## src/rtl/jedro_1_mem_arbiter.sv

```systemverilog
// Two-requester arbiter sharing a single-port, one-cycle-latency RAM between
// instruction fetch (IF) and load/store (LSU); LSU has priority, IF is starvation-bounded.
module jedro_1_mem_arbiter #(
  parameter int unsigned ADDR_WIDTH   = 32,
  parameter int unsigned DATA_WIDTH   = 32,
  parameter int unsigned STARVE_LIMIT = 4
) (
  input  logic                    clk_i,
  input  logic                    rstn_i,

  input  logic                    if_req_i,
  input  logic [ADDR_WIDTH-1:0]   if_addr_i,
  output logic                    if_gnt_o,
  output logic                    if_rvalid_o,
  output logic [DATA_WIDTH-1:0]   if_rdata_o,

  input  logic                    lsu_req_i,
  input  logic                    lsu_we_i,
  input  logic [DATA_WIDTH/8-1:0] lsu_be_i,
  input  logic [ADDR_WIDTH-1:0]   lsu_addr_i,
  input  logic [DATA_WIDTH-1:0]   lsu_wdata_i,
  output logic                    lsu_gnt_o,
  output logic                    lsu_rvalid_o,
  output logic [DATA_WIDTH-1:0]   lsu_rdata_o,

  output logic                    mem_en_o,
  output logic                    mem_we_o,
  output logic [DATA_WIDTH/8-1:0] mem_be_o,
  output logic [ADDR_WIDTH-1:0]   mem_addr_o,
  output logic [DATA_WIDTH-1:0]   mem_wdata_o,
  input  logic [DATA_WIDTH-1:0]   mem_rdata_i
);

  localparam logic [3:0] LIMIT = 4'(STARVE_LIMIT);

  logic [3:0] starve_cnt;
  logic       limit_hit;
  logic       resp_if;
  logic       resp_lsu;

  assign limit_hit = (starve_cnt == LIMIT);

  // Grants are gated by rstn_i so nothing reaches the memory while in reset.
  always_comb begin
    if_gnt_o  = 1'b0;
    lsu_gnt_o = 1'b0;
    if (rstn_i) begin
      if (if_req_i && (!lsu_req_i || limit_hit)) begin
        if_gnt_o = 1'b1;
      end else if (lsu_req_i) begin
        lsu_gnt_o = 1'b1;
      end
    end
  end

  always_comb begin
    mem_en_o    = if_gnt_o | lsu_gnt_o;
    mem_we_o    = lsu_gnt_o & lsu_we_i;
    mem_be_o    = (lsu_gnt_o && lsu_we_i) ? lsu_be_i : '1;
    mem_addr_o  = lsu_gnt_o ? lsu_addr_i : if_addr_i;
    mem_wdata_o = lsu_wdata_i;
  end

  always_ff @(posedge clk_i or negedge rstn_i) begin
    if (!rstn_i) begin
      starve_cnt <= '0;
    end else if (!if_req_i || if_gnt_o) begin
      starve_cnt <= '0;
    end else if (lsu_gnt_o && !limit_hit) begin
      starve_cnt <= starve_cnt + 4'd1;
    end
  end

  always_ff @(posedge clk_i or negedge rstn_i) begin
    if (!rstn_i) begin
      resp_if  <= 1'b0;
      resp_lsu <= 1'b0;
    end else begin
      resp_if  <= if_gnt_o;
      resp_lsu <= lsu_gnt_o;
    end
  end

  assign if_rvalid_o  = resp_if;
  assign lsu_rvalid_o = resp_lsu;
  assign if_rdata_o   = mem_rdata_i;
  assign lsu_rdata_o  = mem_rdata_i;

endmodule

```

## config.mk

```make
export PLATFORM = sky130hd
export DESIGN_NAME = jedro_1_mem_arbiter
export DESIGN_NICKNAME = d
export VERILOG_FILES = /design/src/rtl/jedro_1_mem_arbiter.sv
export SDC_FILE = /design/constraint.sdc
export NUM_CORES = 1
export LEC_CHECK = 0
export CORE_AREA = 4 4 105 107
export CTS_BUF_LIST = sky130_fd_sc_hd__clkbuf_4 sky130_fd_sc_hd__clkbuf_8
export DETAILED_ROUTE_END_ITERATION = 8
export DIE_AREA = 0 0 109 111
export SLEW_MARGIN = 20
export SYNTH_ARGS = -nofsm -noshare
export SYNTH_HDL_FRONTEND = slang
export SYNTH_SLANG_ARGS = --single-unit
export TNS_END_PERCENT = 1
```

## constraint.sdc

```tcl
create_clock -name clk_i -period 4.7 [get_ports clk_i]
set_input_delay 0.94 -clock clk_i [delete_from_list [all_inputs] [get_ports clk_i]]
set_output_delay 0.94 -clock clk_i [all_outputs]
set_load 0.1 [all_outputs]
```

Word-level counts from Yosys, hierarchy flattened --
Cells that the tools add are included.
Word-level totals: register bits after elaboration 6, input bits 137, output and inout bits 138, word-level logic and storage cells 25
Cells by class: $add $sub $neg 1, equal/unequal tests 1, mux-type cells 9, bitwise operators 2, reductions and logical operators 9
Operators by type and width (number):
- $mux 32 | 1
- $mux 4 | 3
- $mux 1 | 5
- $add 4x1->4 const B | 1
- $eq 4x3->1 const B | 1
- $logic_and 1x1->1 | 3
- $logic_not 1->1 | 3
- $logic_or 1x1->1 | 2
- $reduce_bool 2->1 | 1
- $and 1x1->1 | 1
- $or 1x1->1 | 1

Depth between registers and ports, before layout --
depth after elaboration 8, depth in mapped cells 7, gate-level depth less buffers 5

Worst setup path before layout --
Ideal clock, no wire load.
path type input-to-output, from in rstn_i, to out mem_we_o, arrival time 2.891 ns, required time 3.760 ns, slack 0.869 ns, stages 6, buffers on the path 3, cells stage by stage buf_2 -> nand2_1 -> a21o_1 -> buf_4 -> buf_6 -> nor2_1
On the way: cells in the longest elaborated chain, start to end 2
Ends and longest elaborated chain:
- start: declaration | line 9 | input logic rstn_i,
- $mux 1 | line 47 | if (rstn_i) begin
- $and 1x1->1 | line 58 | mem_we_o = lsu_gnt_o & lsu_we_i;
- end: declaration | line 27 | output logic mem_we_o,
No other way between the ends.

Worst setup path in the final report --
from in if_req_i, to out mem_addr_o[25]
On the way: cells in the longest elaborated chain, start to end 4
Ends and longest elaborated chain:
- start: declaration | line 11 | input logic if_req_i,
- $logic_and 1x1->1 | line 48 | if (if_req_i && (!lsu_req_i || limit_hit)) begin
- $mux 1 | line 48
- $mux 1 | line 47
- $mux 32 | line 60 | mem_addr_o = lsu_gnt_o ? lsu_addr_i : if_addr_i;
- end: declaration | line 29 | output logic [ADDR_WIDTH-1:0] mem_addr_o,
No other way between the ends.

==> flow_summary.json <==
{
  "synth_top_area_frac": 0.480,
  "slew_violations": 0,
  "cts_resized": 0,
  "clock-sinks": 6,
  "status": "complete, no violations",
  "layout_setup_ws_ns": 0.849,
  "setup.worst_path.class": "in -> out",
  "fmax_mhz": 260,
  "cts-root-buf": "clkbuf_8",
  "routed_via_density": 3.45,
  "fill_cells": 1073,
  "crit_arrival_ns": 2.91,
  "nets": 331,
  "max_slew_margin": 0.354,
  "wl_um": 4750,
  "die_h_um": 111,
  "wl_met1_um": 1670,
  "hold_path_class": "reg -> reg",
  "grt_overflow": 0,
  "worstPathRequired_ns": 3.76,
  "timing_worst_slew_pin_value_ns": 0.966,
  "io_buffers": 114,
  "path_max_fanout": 20,
  "pin_count": 275,
  "antenna_found_initial": 0,
  "initialDrtViolationCount": 20,
  "post_synth_instance_area_um2": 1520,
  "power_density_nw_per_um2": 215,
  "insertion_delay_ns": 0.22,
  "setup_viol": 0,
  "antenna_cells": 0,
  "globalplace.congestion": 0.710,
  "max-vdd-ir-drop_mv": 0.0927,
  "die_area_um2": 12100,
  "fin_skew_ns": 0.000522,
  "grt_pass1_wl_um": 6850,
  "ant_nets": 0,
  "netlist-cell-type-count": 27,
  "critPathCaptureType": "output pin",
  "routed-via-count": 1124,
  "rsz0062_at_grt": "false",
  "post-route-period-util": 0.819,
  "ys_ff_latch": 6,
  "grt_max_degree": 21,
  "hold_buffers": 0,
  "period_minus_slack_ns": 3.85,
  "drt_first_pass_iters": 4,
  "yosys.area.top_type": "buf_4",
  "dr_wl_met3_um": 645,
  "yosys_warnings": 0,
  "tritoncts": "built",
  "pre_cts_ws_ns": 0.789,
  "die_x_um": 109,
  "route.met2.wl_um": 2240,
  "cts_max_path_buffers": 2,
  "yosys-top-cells-area": "buf_4 (48%), mux2_2 (13%), dfrtp_1 (9.9%), mux2_4 (9.9%), mux2_1 (3.0%)",
  "cts.clk_slew.worst_paths_ns": 0.03,
  "layout-area-overhead-vs-synth_pct": 63.7,
  "grt_use_total": 0.0725,
  "syn_inst": 173,
  "row_count": 37,
  "wl_per_cell_um": 14.6,
  "tns_ns": 0,
  "maxUsedRoutingLayer": "met4",
  "maxCapViolCount": 0,
  "postCtsSetupRepairBufs": 0,
  "drc": 0,
  "start_util": 0.150,
  "final_common_cell": "clkdlybuf4s50_1",
  "dp_hpwl_um": 4170,
  "power_uw": 535,
  "drive_above_1_share": 0.389,
  "yosysSeqAreaShare": 0.0989,
  "grt_pass1_vias": 1264,
  "mostFrequentLayoutCells": "clkdlybuf4s50_1 (74), buf_12 (37), mux2_2 (18), mux2_4 (10), dfrtp_1 (6)",
  "startpoint_type": "input pin",
  "htree_levels": 1,
  "numCtsBuffers": 3,
  "finalHoldViolations": 0,
  "syn_nets": 312,
  "avgSynthCellArea_um2": 8.77,
  "leakagePower_uw": 0.00104,
  "coreArea_um2": 10100
}
## state kept, by name, summed over array words and instances, names as in the netlist
| register | count |
|---|---|
| if_rvalid_o | 1 |
| lsu_rvalid_o | 1 |
| starve_cnt | 4 |
## worst max-delay path: stages
cell and delay (ns):
clkdlybuf4s50_1 0.65, a21o_2 0.51, buf_12 0.24, mux2_1 0.38
buf_12 0.18
## metrics by stage
step            util  hold WS, ns  instance area [µm²]  cells
6_report       0.245        0.584                 2480    326
2_1_floorplan      -        0.547                 1520    173
3_3_place_gp   0.241        0.567                 2440    323
5_1_grt        0.245        0.618                 2480    326
4_1_cts        0.245        0.585                 2480    326
3_5_place_dp   0.241        0.580                 2440    323
## final cells by class
| cell class | instances | area [µm²] | area share |
|---|---|---|---|
| well taps | 136 | 170 | 0.0685 |
| multi-input cells | 61 | 589 | 0.237 |
| inverters | 4 | 15.0 | 0.00604 |
| flip-flops and latches | 6 | 150 | 0.0604 |
| clock buffers | 3 | 41.3 | 0.0166 |
| repair buffers | 116 | 1520 | 0.611 |
## cell families (layout without fill, tap and decap cells)
family | count (synthesis) | after routing | synth area share
buffers and inverters | 106 | 123 | 0.514
DFF | 6 | 6 | 0.0989
and+or+nand+nor | 19 | 19 | 0.0717
muxes | 32 | 32 | 0.262
AOI/OAI and AO/OA | 8 | 8 | 0.0371
adders and majority gates | 2 | 2 | 0.0165
## worst paths after layout
check	cells after the start	endpoint	from	slack, ns
max	5	mem_addr_o[25]	if_req_i	0.85
max reg2reg	6	lsu_rvalid_o	starve_cnt[0]	2.95
min	2	starve_cnt[0]	starve_cnt[0]	0.58
min in group asynchronous	2	lsu_rvalid_o	rstn_i	1.07
min reg2reg	2	starve_cnt[0]	starve_cnt[0]	0.58
max in group asynchronous	2	starve_cnt[0]	rstn_i	3.48
## where the power goes
group | internal (µW) | leakage, µW | switching (µW)
Clock | 54.9 | 0.0000216 | 20.5
Sequential | 53.4 | 0.0000816 | 0.906
Combinational | 168 | 0.000939 | 237
## cells in the mapped netlist, drive strengths merged
cell / instances
nor2b: 1
buf: 101
and3b: 2
nor2: 1
o21ai: 1
clkbuf: 1
dfrtp: 6
o31a: 1
o21a: 1
ha: 2
or3: 4
o32ai: 1
inv: 4
a21boi: 1
nand2b: 2
nor4: 1
nand3: 2
a21oi: 1
nand2: 4
and3: 2
o22ai: 1
a21o: 1
mux2: 32
## layer usage
metal	up-vias	track usage
li1	504	-
met1	503	0.0794
met2	87	0.114
met3	30	0.0431
met4	0	0.0269
met5	-	0
Note: power is estimated with default switching activity, not from simulation.
